==> src/rtl/tcam_lookup_ctrl.sv <==
// rtl/tcam_lookup_ctrl.sv - TCAM request controller: write sequencing, lookup pipe, response FIFO, stats
// Writes wait for an empty lookup pipe; lookups are credit-limited so the 4-entry response FIFO never overflows.
module tcam_lookup_ctrl #(
  parameter int C_TCAM_ADDR_WIDTH = 4,
  parameter int C_TCAM_DATA_WIDTH = 16,
  parameter int C_TAG_WIDTH       = 8,
  parameter int C_MATCH_LATENCY   = 1
) (
  input  logic                         CLK,
  input  logic                         RESET,
  input  logic                         WR_REQ_VALID,
  output logic                         WR_REQ_READY,
  input  logic [C_TCAM_ADDR_WIDTH-1:0] WR_REQ_ADDR,
  input  logic [C_TCAM_DATA_WIDTH-1:0] WR_REQ_DATA,
  input  logic [C_TCAM_DATA_WIDTH-1:0] WR_REQ_MASK,
  input  logic                         LU_REQ_VALID,
  output logic                         LU_REQ_READY,
  input  logic [C_TCAM_DATA_WIDTH-1:0] LU_REQ_KEY,
  input  logic [C_TAG_WIDTH-1:0]       LU_REQ_TAG,
  output logic                         LU_RSP_VALID,
  input  logic                         LU_RSP_READY,
  output logic                         LU_RSP_HIT,
  output logic [C_TCAM_ADDR_WIDTH-1:0] LU_RSP_ADDR,
  output logic [C_TAG_WIDTH-1:0]       LU_RSP_TAG,
  output logic                         TCAM_WE,
  output logic [C_TCAM_ADDR_WIDTH-1:0] TCAM_WR_ADDR,
  output logic [C_TCAM_DATA_WIDTH-1:0] TCAM_DIN,
  output logic [C_TCAM_DATA_WIDTH-1:0] TCAM_DATA_MASK,
  input  logic                         TCAM_BUSY,
  output logic [C_TCAM_DATA_WIDTH-1:0] TCAM_CMP_DIN,
  output logic [C_TCAM_DATA_WIDTH-1:0] TCAM_CMP_DATA_MASK,
  input  logic                         TCAM_MATCH,
  input  logic [C_TCAM_ADDR_WIDTH-1:0] TCAM_MATCH_ADDR,
  output logic [31:0]                  HIT_COUNT,
  output logic [31:0]                  MISS_COUNT
);

  localparam logic [1:0] S_IDLE     = 2'd0;
  localparam logic [1:0] S_WR_ISSUE = 2'd1;
  localparam logic [1:0] S_WR_HOLD  = 2'd2;
  localparam logic [1:0] S_WR_WAIT  = 2'd3;
  localparam int RW = 1 + C_TCAM_ADDR_WIDTH + C_TAG_WIDTH;

  logic [1:0]                 state;
  logic [C_MATCH_LATENCY-1:0] pipe_vld;
  logic [C_TAG_WIDTH-1:0]     pipe_tag [C_MATCH_LATENCY];
  logic [RW-1:0]              fifo_mem [4];
  logic [1:0]                 rd_ptr;
  logic [1:0]                 wr_ptr;
  logic [2:0]                 fifo_count;
  logic [2:0]                 inflight;
  logic                       wr_fire;
  logic                       lu_fire;
  logic                       push;
  logic                       pop;
  logic [RW-1:0]              push_word;

  always_comb begin
    inflight = '0;
    for (int i = 0; i < C_MATCH_LATENCY; i++)
      inflight = inflight + {2'b00, pipe_vld[i]};
  end

  assign WR_REQ_READY = !RESET && (state == S_IDLE) && WR_REQ_VALID &&
                        (inflight == 3'd0) && !TCAM_BUSY;
  // Credits cover both lookups still in the pipe and results already buffered.
  assign LU_REQ_READY = !RESET && (state == S_IDLE) && !WR_REQ_VALID && !TCAM_BUSY &&
                        (({1'b0, inflight} + {1'b0, fifo_count}) < 4'd4);

  assign wr_fire   = WR_REQ_VALID && WR_REQ_READY;
  assign lu_fire   = LU_REQ_VALID && LU_REQ_READY;
  assign push      = pipe_vld[C_MATCH_LATENCY-1];
  assign pop       = LU_RSP_VALID && LU_RSP_READY;
  assign push_word = {TCAM_MATCH, TCAM_MATCH ? TCAM_MATCH_ADDR : {C_TCAM_ADDR_WIDTH{1'b0}},
                      pipe_tag[C_MATCH_LATENCY-1]};

  assign LU_RSP_VALID = (fifo_count != 3'd0);
  assign {LU_RSP_HIT, LU_RSP_ADDR, LU_RSP_TAG} = fifo_mem[rd_ptr];
  assign TCAM_CMP_DATA_MASK = '0;

  always_ff @(posedge CLK) begin
    if (RESET) begin
      state          <= S_IDLE;
      TCAM_WE        <= 1'b0;
      TCAM_WR_ADDR   <= '0;
      TCAM_DIN       <= '0;
      TCAM_DATA_MASK <= '0;
    end else begin
      TCAM_WE <= wr_fire;
      if (wr_fire) begin
        TCAM_WR_ADDR   <= WR_REQ_ADDR;
        TCAM_DIN       <= WR_REQ_DATA;
        TCAM_DATA_MASK <= WR_REQ_MASK;
      end
      case (state)
        S_IDLE:     if (wr_fire) state <= S_WR_ISSUE;
        S_WR_ISSUE: state <= S_WR_HOLD;
        // BUSY may not rise until the cycle after the strobe, so it is not looked at here.
        S_WR_HOLD:  state <= S_WR_WAIT;
        S_WR_WAIT:  if (!TCAM_BUSY) state <= S_IDLE;
        default:    state <= S_IDLE;
      endcase
    end
  end

  always_ff @(posedge CLK) begin
    if (RESET) begin
      pipe_vld     <= '0;
      TCAM_CMP_DIN <= '0;
      for (int i = 0; i < C_MATCH_LATENCY; i++) pipe_tag[i] <= '0;
    end else begin
      pipe_vld[0] <= lu_fire;
      pipe_tag[0] <= LU_REQ_TAG;
      if (lu_fire) TCAM_CMP_DIN <= LU_REQ_KEY;
      for (int i = 1; i < C_MATCH_LATENCY; i++) begin
        pipe_vld[i] <= pipe_vld[i-1];
        pipe_tag[i] <= pipe_tag[i-1];
      end
    end
  end

  always_ff @(posedge CLK) begin
    if (RESET) begin
      rd_ptr     <= '0;
      wr_ptr     <= '0;
      fifo_count <= '0;
      HIT_COUNT  <= '0;
      MISS_COUNT <= '0;
      for (int i = 0; i < 4; i++) fifo_mem[i] <= '0;
    end else begin
      if (push) begin
        fifo_mem[wr_ptr] <= push_word;
        wr_ptr           <= wr_ptr + 2'd1;
        if (TCAM_MATCH) HIT_COUNT  <= HIT_COUNT + 32'd1;
        else            MISS_COUNT <= MISS_COUNT + 32'd1;
      end
      if (pop) rd_ptr <= rd_ptr + 2'd1;
      fifo_count <= fifo_count + {2'b00, push} - {2'b00, pop};
    end
  end

endmodule

==> config.mk <==
export PLATFORM = sky130hd
export DESIGN_NAME = tcam_lookup_ctrl
export DESIGN_NICKNAME = d
export VERILOG_FILES = /design/src/rtl/tcam_lookup_ctrl.sv
export SDC_FILE = /design/constraint.sdc
export NUM_CORES = 1
export LEC_CHECK = 0
export CORE_MARGIN = 2
export CORE_UTILIZATION = 48
export DETAILED_ROUTE_END_ITERATION = 12
export PLACE_DENSITY_LB_ADDON = 0.1
export SLEW_MARGIN = 20
export SYNTH_ARGS = -nofsm -noshare
export SYNTH_HDL_FRONTEND = slang
export SYNTH_SLANG_ARGS = --single-unit
==> constraint.sdc <==
create_clock -name CLK -period 3.1 [get_ports CLK]
set_input_delay 0.62 -clock CLK [delete_from_list [all_inputs] [get_ports CLK]]
set_output_delay 0.62 -clock CLK [all_outputs]
set_load 0.05 [all_outputs]
# Yosys cells after proc, flatten, opt, wreduce, memory -nomap -nowiden
# Memories as Yosys holds them, arrays and structs flattened. A register that Yosys moved wholly into a read port is not among the register bits.
# Cells that the tools add are included.
[word_totals] wordCells=66 ramBits=60 inputBits=71 ff_bits=127 memories=2
[op_classes] muxes=17 bitwise_logic=1 reduce_logical=21 eq_ne=5 add_sub_neg=7 magnitude_cmp=1
[memory_table] memory="fifo_mem" depth=4 word_bits=13 read_ports=1 rd_clocked_by_memory_dff=1 write_ports=4 line_no="47" source="logic [RW-1:0] fifo_mem [4];"
[memory_table] memory="pipe_tag" depth=1 word_bits=8 read_ports=1 rd_clocked_by_memory_dff=0 write_ports=1 line_no="46" source="logic [C_TAG_WIDTH-1:0] pipe_tag [C_MATCH_LATENCY];"
[ops] operator="32-bit by 1-bit adder with 32-bit output, second input constant" count=2
[ops] operator="13-bit 2-to-1 mux" count=1
[ops] operator="13-bit OR reduction" count=1
[ops] operator="1-bit logical AND" count=10
[ops] operator="2-bit 2-to-1 mux" count=5
[ops] operator="1-bit 2-to-1 mux" count=8
[ops] operator="8-bit 2-to-1 mux" count=1
[ops] operator="2-bit case mux with 4 select lines" count=1
[ops] operator="8-bit OR reduction" count=1
[ops] operator="2-bit AND reduction" count=3
[ops] operator="1-bit by 3-bit adder with 4-bit output" count=1
[ops] operator="2-bit by 1-bit adder with 2-bit output, second input constant" count=2
[ops] operator="2-bit equality test, second input constant" count=2
[ops] operator="4-bit by 3-bit less-than comparator with 1-bit output, second input constant" count=1
[ops] operator="4-bit 2-to-1 mux" count=1
[ops] operator="2-bit inequality test, second input constant" count=2
[ops] operator="3-bit by 1-bit adder with 3-bit output" count=1
[ops] operator="1-bit zero test" count=3
[ops] operator="3-bit zero test" count=1
[ops] operator="3-bit nonzero test" count=1
[ops] operator="3-bit by 1-bit subtractor with 3-bit output" count=1
[ops] operator="2-bit by 1-bit equality test with 1-bit output, second input constant" count=1
[ops] operator="2-bit zero test" count=1
[ops] operator="1-bit NOT" count=1

# Logic depth before layout (Yosys ltp)
# Gate-level depths: netlist of the first run.
[logic_depth] ltp_word=8 depth_mapped=8 depth_no_buf=8

# Worst setup path after synthesis of the first run
# OpenSTA, ideal clock, no wires.
[synth_timing] path_type="register to output" startpoint="register pipe_vld" endpoint="output LU_REQ_READY" stages_incl_launch_ff=6 t_required_ns=2.480 arrival_ns=2.328 path_slack_ns=0.152 path_buffers=2 cell_sequence="dfxtp_1 clkbuf_1 nand2_1 o22a_1 clkbuf_1 nor3_1"
[synth_between] elab_chain_cells=3
[synth_lines] element="start, declared" line_no="45" source="logic [C_MATCH_LATENCY-1:0] pipe_vld;"
[synth_lines] element="start signal, assigned by index" line_no="116" source="pipe_vld[i] <= pipe_vld[i-1];"
[synth_lines] element="1-bit by 3-bit adder with 4-bit output" line_no="68" source="(({1'b0, inflight} + {1'b0, fifo_count}) < 4'd4);"
[synth_lines] element="4-bit by 3-bit less-than comparator with 1-bit output" line_no="68"
[synth_lines] element="1-bit logical AND" line_no="67" source="assign LU_REQ_READY = !RESET && (state == S_IDLE) && !WR_REQ_VALID && !TCAM_BUSY &&"
[synth_lines] element="end, declared" line_no="17" source="output logic LU_REQ_READY,"
# Every way passes these cells.

==> results of run 1 <==
-- cell usage after synthesis, drive strengths merged, types with 2 or more instances --
| library cell | n |
|---|---|
| or3b | 2 |
| nand3 | 39 |
| nand2b | 3 |
| nor4 | 5 |
| nor2 | 37 |
| nor3 | 8 |
| buf | 25 |
| mux4 | 13 |
| o31ai | 25 |
| or3 | 12 |
| xor2 | 15 |
| xnor2 | 11 |
| ha | 9 |
| dfxtp | 137 |
| clkbuf | 36 |
| inv | 14 |
| nand2 | 95 |
| o21ai | 28 |
| mux2 | 4 |
| o31a | 2 |
| and3 | 12 |
| and4 | 9 |
| and2 | 46 |
| nor2b | 15 |
| nor3b | 2 |
| edfxtp | 52 |
| a21oi | 91 |
| or2 | 7 |
| nand4 | 20 |
| or4 | 28 |
-- state kept, by name (all words and copies together), names as in the netlist, named ones only --
signal          count
HIT_COUNT          32
MISS_COUNT         32
TCAM_CMP_DIN       16
TCAM_DATA_MASK     16
TCAM_DIN           16
TCAM_WE             1
TCAM_WR_ADDR        4
fifo_count          3
fifo_mem           52
pipe_tag            8
pipe_vld            1
rd_ptr              2
state               2
wr_ptr              2
-- final timing paths --
| kind | from | to | slack (ns) | depth (start not counted) |
|---|---|---|---|---|
| min reg2reg | TCAM_DIN[4] | TCAM_DIN[4] | 0.45 | 2 |
| min | TCAM_DIN[4] | TCAM_DIN[4] | 0.45 | 2 |
| max reg2reg | pipe_vld | MISS_COUNT[31] | 0.63 | 4 |
| max | register | LU_RSP_HIT | 0.19 | 3 |
-- logic make-up after synthesis --
family	after synthesis	synth area share
AND/OR/NAND/NOR	343	0.229
flip-flops	189	0.533
AO/OA/AOI/OAI	153	0.107
buffers and inverters	75	0.0435
XOR/XNOR	26	0.0282
multiplexers	18	0.0431
adder cells (fa/ha/maj)	10	0.0164
other	1	0.000464
-- power by group through the flow --
stage	clock network [mW]	logic (mW)	registers (mW)
after floorplan	0	0.799	2.92
after global placement	0	1.37	2.78
after detailed placement	0	1.37	2.79
after CTS	2.41	1.38	2.73
after global routing	2.50	1.47	2.75
final	2.36	1.36	2.73
-- worst max-delay path: cells and delay by family (launching register included) --
kind / cells / cell delay, ns
flip-flops: 1 / 0.31
buffers and inverters: 2 / 0.98
multiplexers: 1 / 0.56
-- per-layer routing --
metal  global-route usage  up-vias  part of all wire
met3               0.0700       21             0.064
met1                0.277     3111              0.43
met2                0.358      169              0.49
met4               0.0603        0             0.014
li1                     -     3274                 -
met5                    0        -                 0
-- per-stage QoR --
step | hold WS [ns] | power [mW] | util
2_1_floorplan | 0.485 | 3.72 | -
3_3_place_gp | 0.440 | 4.15 | 0.623
3_5_place_dp | 0.446 | 4.16 | 0.623
4_1_cts | 0.455 | 6.51 | 0.662
5_1_grt | 0.468 | 6.72 | 0.662
6_report | 0.453 | 6.45 | 0.662
-- final cells by class --
class                           instances  area share
Inverter                               14     0.00481
Timing Repair Buffer                  219       0.200
Clock buffer                           17      0.0389
Clock inverter                         15      0.0200
Tap cell                              220      0.0252
Sequential cell                       189       0.394
Multi-Input combinational cell        566       0.318
==> results by group, run 1 <==
Power
  • LEAKAGE: 3.77 nW
  • Clock network power share: 0.366
  • Sequential share of power: 0.423
  • PD cells: 590 mW/mm^2
  • Comb pwr share: 0.211
  • VDD IR max: 0.404 mV
  • Switching part of the total power: 0.303
  • Sw Pwr: 1.95 mW
  • Pint: 4.50 mW

Synthesis
  • Netlist Area Pre-Place: 0.00808 sq mm
  • Syn Inst Count: 815
  • Unique masters post-synth: 52
  • Yosys warnings: 0
  • Main flop type after synthesis: dfxtp_1
  • Syn_area_per_cell: 9.91 sq um
  • Top cell type's share of synthesized area: 0.340
  • Number of synthesized flops with an enable pin: 52
  • Synth Register Bits: 189
  • Largest cells by area after synthesis: dfxtp_1 (34%), edfxtp_1 (19%), a21oi_1 (5.6%)
  • Seq/Total Area, Yosys: 0.533
  • Async SR Flop Fraction: 0
  • Synth area leader: dfxtp_1

Cells and area
  • Layout Cells excl Fill: 1240
  • Leading cell types in the layout, fill and taps excluded: clkdlybuf4s50_1 (200), dfxtp_1 (137), nand2_1 (95), a21oi_1 (91), edfxtp_1 (52)
  • Cell area after layout: 0.0109 sq mm
  • Area grow syn2layout: 35.4%
  • Antenna cells: 0
  • Multi-input gate area: 0.00348 sq mm
  • Commonest non-fill, non-tap cell in the layout: clkdlybuf4s50_1
  • Fin nets: 1088
  • FF/Latch Area: 0.00430 sq mm
  • Fraction of layout cells with a size suffix above 1: 0.0814
  • # fillers: 1333

STA
  • Setup TNS: 0 ns
  • Actual slew at the worst max-slew pin: 0.627 ns
  • Min cycle time layout: 2.91 ns
  • Fin. max-slew vios: 0
  • Fmax: 344 MHz
  • Final hold vios: 0
  • Headroom to the max-slew limit: 0.582
  • Final WS setup: 0.192 ns
  • Final setup viols: 0
  • Clock Skew: 0.0108 ns
  • RSZ-0062 raised after global routing: false
  • Tcrit/Tclk final: 0.938

Floorplanning
  • Core box area: 0.0165 sq mm
  • Die area: 0.0179 sq mm
  • Height of the chip: 134 microns
  • Starting Density: 0.489
  • Row count: 47
  • Die Span X: 134 microns
  • I/O Pins: 220

Place
  • Post-Place Worst Slack: 0.164 ns
  • Post-DP HPWL: 12800 microns
  • DP Cell Count: 1208
  • RePlAce Congestion: 0.750
  • Placed Instance Area: 0.0103 sq mm
  • Number of buffers added on ports: 203

Drt
  • Routed Antenna Nets: 0
  • DRT Pass-1 Iters: 5
  • Drt drc: 0
  • DRT iter0 DRCs: 400
  • Vias: 6575
  • Vias/cell: 5.30
  • Mean routed wirelength per cell: 15.5 microns
  • WL final: 19200 microns

CTS
  • CTS Buf Count: 17
  • # resized after CTS: 0
  • Clk_lat worst skew: 0.43 ns
  • Clock root buffer: clkbuf_16
  • Clock Path Buffers: 2
  • Clock sink count: 189
  • Post-CTS Hold Fix Bufs: 0
  • Clock slew at reported path FFs: 0.07 ns
  • Postcts setup bufs: 0
  • H-tree levels: 4
  • CTS tree: built

Worst setup path
  • Worst path slowest cell: clkdlybuf4s50_1
  • CP Max Fanout: 13
  • WP data arrival: 2.29 ns
  • Setup crit start kind: register
  • CP endpoint kind: output port
  • Critical path class: reg2out
  • Worst endpoint required time: 2.48 ns
  • Crit-path cells: buf_4, mux4_2, clkdlybuf4s50_1
  • Crit-path max cell delay: 0.71 ns

Global route
  • Vias in the first global route: 6235
  • First-pass GRT wire length: 31400 microns
  • Initial antenna violation count: 0
  • Pin count of the biggest net entering global routing: 146
  • GR Overflow Total: 0
  • Total track usage: 0.218

Run
  • Number of max-cap violations: 0

Run status
  • Outcome: complete, no violations

Worst hold path
  • Hold Path Class: reg2reg
Power figures use the tool's default switching activity.
==> run 2, diff against run 1 <==
--- a/config.mk
+++ b/config.mk
@@ -5,7 +5,6 @@
 export SDC_FILE = /design/constraint.sdc
 export NUM_CORES = 1
 export LEC_CHECK = 0
-export CORE_MARGIN = 2
 export CORE_UTILIZATION = 48
 export DETAILED_ROUTE_END_ITERATION = 12
 export PLACE_DENSITY_LB_ADDON = 0.1
==> results by group, run 2 (synthesized netlist as in run 1, its figures left out) <==
Cells and area
  • Max reg flops: 52 (unchanged)
  • Top Registers: fifo_mem (52), HIT_COUNT (32), MISS_COUNT (32) (unchanged)
  • Antenna cells: 0 (unchanged)
  • FF/Latch Area: 0.00430 sq mm (unchanged)
  • Commonest non-fill, non-tap cell in the layout: clkdlybuf4s50_1 (unchanged)
  • Layout Cells excl Fill: 1240 (unchanged)
  • Fraction of layout cells with a size suffix above 1: 0.0794 (was 0.0814)
  • Util after Layout: 0.655 (was 0.662)
  • Fin nets: 1088 (unchanged)
  • Area grow syn2layout: 34.1% (was 35.4%)
  • Multi-input gate area: 0.00348 sq mm (unchanged)
  • Top reg by flops: fifo_mem (unchanged)
  • Leading cell types in the layout, fill and taps excluded: clkdlybuf4s50_1 (200), dfxtp_1 (137), nand2_1 (95), a21oi_1 (91), edfxtp_1 (52) (unchanged)
  • # fillers: 1382 (was 1333)

Floorplanning
  • Die area: 0.0173 sq mm (was 0.0179 sq mm)
  • Die Span X: 132 microns (was 134 microns)
  • I/O Pins: 220 (unchanged)
  • Row count: 47 (unchanged)
  • Core box area: 0.0165 sq mm (unchanged)
  • Starting Density: 0.489 (unchanged)
  • Height of the chip: 132 microns (was 134 microns)

CTS
  • CTS Buf Count: 17 (unchanged)
  • Clock sink count: 189 (unchanged)
  • Post-CTS Hold Fix Bufs: 0 (unchanged)
  • Clock slew at reported path FFs: 0.07 ns (about the same)
  • Clk_lat worst skew: 0.43 ns (about the same)
  • Clock root buffer: clkbuf_16 (unchanged)
  • CTS tree: built (unchanged)
  • Postcts setup bufs: 0 (unchanged)
  • # resized after CTS: 0 (unchanged)
  • Clock Path Buffers: 2 (unchanged)
  • H-tree levels: 4 (unchanged)

Worst hold path
  • Hold Path Class: reg2reg (unchanged)

STA
  • Final setup viols: 0 (unchanged)
  • Final WS setup: 0.192 ns (about the same)
  • Tcrit/Tclk final: 0.938 (about the same)
  • Headroom to the max-slew limit: 0.579 (was 0.582)
  • Setup TNS: 0 ns (unchanged)
  • Clock Skew: 0.0102 ns (was 0.0108 ns)
  • Final hold vios: 0 (unchanged)
  • RSZ-0062 raised after global routing: false (unchanged)
  • Min cycle time layout: 2.91 ns (about the same)
  • Hold slack: 0.453 ns (about the same)
  • Actual slew at the worst max-slew pin: 0.631 ns (was 0.627 ns)
  • Fin. max-slew vios: 0 (unchanged)
  • Fmax: 344 MHz (about the same)

Drt
  • Max layer used: met4 (unchanged)
  • Routed Antenna Nets: 0 (unchanged)
  • WL met2: 9110 microns (was 9370 microns)
  • DRT Pass-1 Iters: 5 (unchanged)
  • Mean routed wirelength per cell: 15.1 microns (was 15.5 microns)
  • DRT iter0 DRCs: 359 (was 400)
  • Detailed route wirelength on metal3: 1270 microns (was 1230 microns)
  • Vias: 6544 (was 6575)
  • Wl on met1: 8190 microns (was 8310 microns)
  • Drt drc: 0 (unchanged)
  • WL final: 18700 microns (was 19200 microns)
  • Vias/cell: 5.28 (was 5.30)

Place
  • RePlAce Congestion: 0.756 (was 0.750)
  • Post-DP HPWL: 12400 microns (was 12800 microns)
  • DP Cell Count: 1208 (unchanged)
  • Number of buffers added on ports: 203 (unchanged)
  • Post-Place Worst Slack: 0.199 ns (was 0.164 ns)

Global route
  • Pin count of the biggest net entering global routing: 146 (unchanged)
  • Vias in the first global route: 6111 (was 6235)
  • First-pass GRT wire length: 30900 microns (was 31400 microns)
  • Total track usage: 0.221 (was 0.218)
  • GR Overflow Total: 0 (unchanged)
  • Initial antenna violation count: 0 (unchanged)

Worst setup path
  • R2r setup slk: 0.70 ns (was 0.63 ns)
  • Setup crit start kind: register (unchanged)
  • WP data arrival: 2.29 ns (about the same)
  • CP endpoint kind: output port (unchanged)
  • CP Max Fanout: 13 (unchanged)
  • Worst endpoint required time: 2.48 ns (about the same)
  • Critical path class: reg2out (unchanged)

Run status
  • Outcome: complete, no violations (unchanged)

Power
  • PD cells: 565 mW/mm^2 (was 590 mW/mm^2)
  • LEAKAGE: 3.72 nW (was 3.77 nW)
  • VDD IR max: 0.400 mV (was 0.404 mV)

Run
  • Number of max-cap violations: 0 (unchanged)
==> run 2: cell types whose count changed in the layout (fill, tap and decap cells not counted), sizes merged <==
cell / change
clkbuf: +1
inv: -2
bufinv: -3
clkinvlp: +2
clkinv: +2
==> run 2: per-layer routing <==
layer  global-route usage  up-vias
li1                     -     3280
met1                0.279     3072
met2                0.368      180
met3               0.0602       12
met4               0.0678        0
met5                    0        -
==> run 2: layout make-up <==
class / instances / share of cell area
multi-input cells: 566 / 0.321
repair buffers: 219 / 0.202
flip-flops and latches: 189 / 0.397
clock inverters: 14 / 0.0101
clock buffers: 18 / 0.0396
inverters: 14 / 0.00485
well taps: 220 / 0.0254
==> run 2: final timing paths <==
| check | start | endpoint | cells past startpoint |
|---|---|---|---|
| max | register | LU_RSP_TAG[6] | 3 |
| min | TCAM_DIN[11] | TCAM_DIN[11] | 2 |
| max reg2reg | pipe_vld | MISS_COUNT[31] | 4 |
| min reg2reg | TCAM_DIN[11] | TCAM_DIN[11] | 2 |
==> run 2: report_power, final <==
part           switching, mW  internal, mW  total, mW
combinational          0.836         0.532       1.37
clock                  0.976          1.04       2.02
sequential            0.0764          2.65       2.73
total                   1.89          4.23       6.12
==> run 2: stage by stage <==
step | total power, mW | area (sq um)
floorplan | 3.72 | 8130
global placement | 4.16 | 10300
detailed placement | 4.16 | 10300
CTS | 6.18 | 10800
global route | 6.37 | 10800
finish | 6.12 | 10800
==> run 2: critical path: stages, from the launching register on <==
cell             delay, ns
dfxtp_1               0.31
buf_4                 0.27
mux4_2                0.56
clkdlybuf4s50_1       0.72
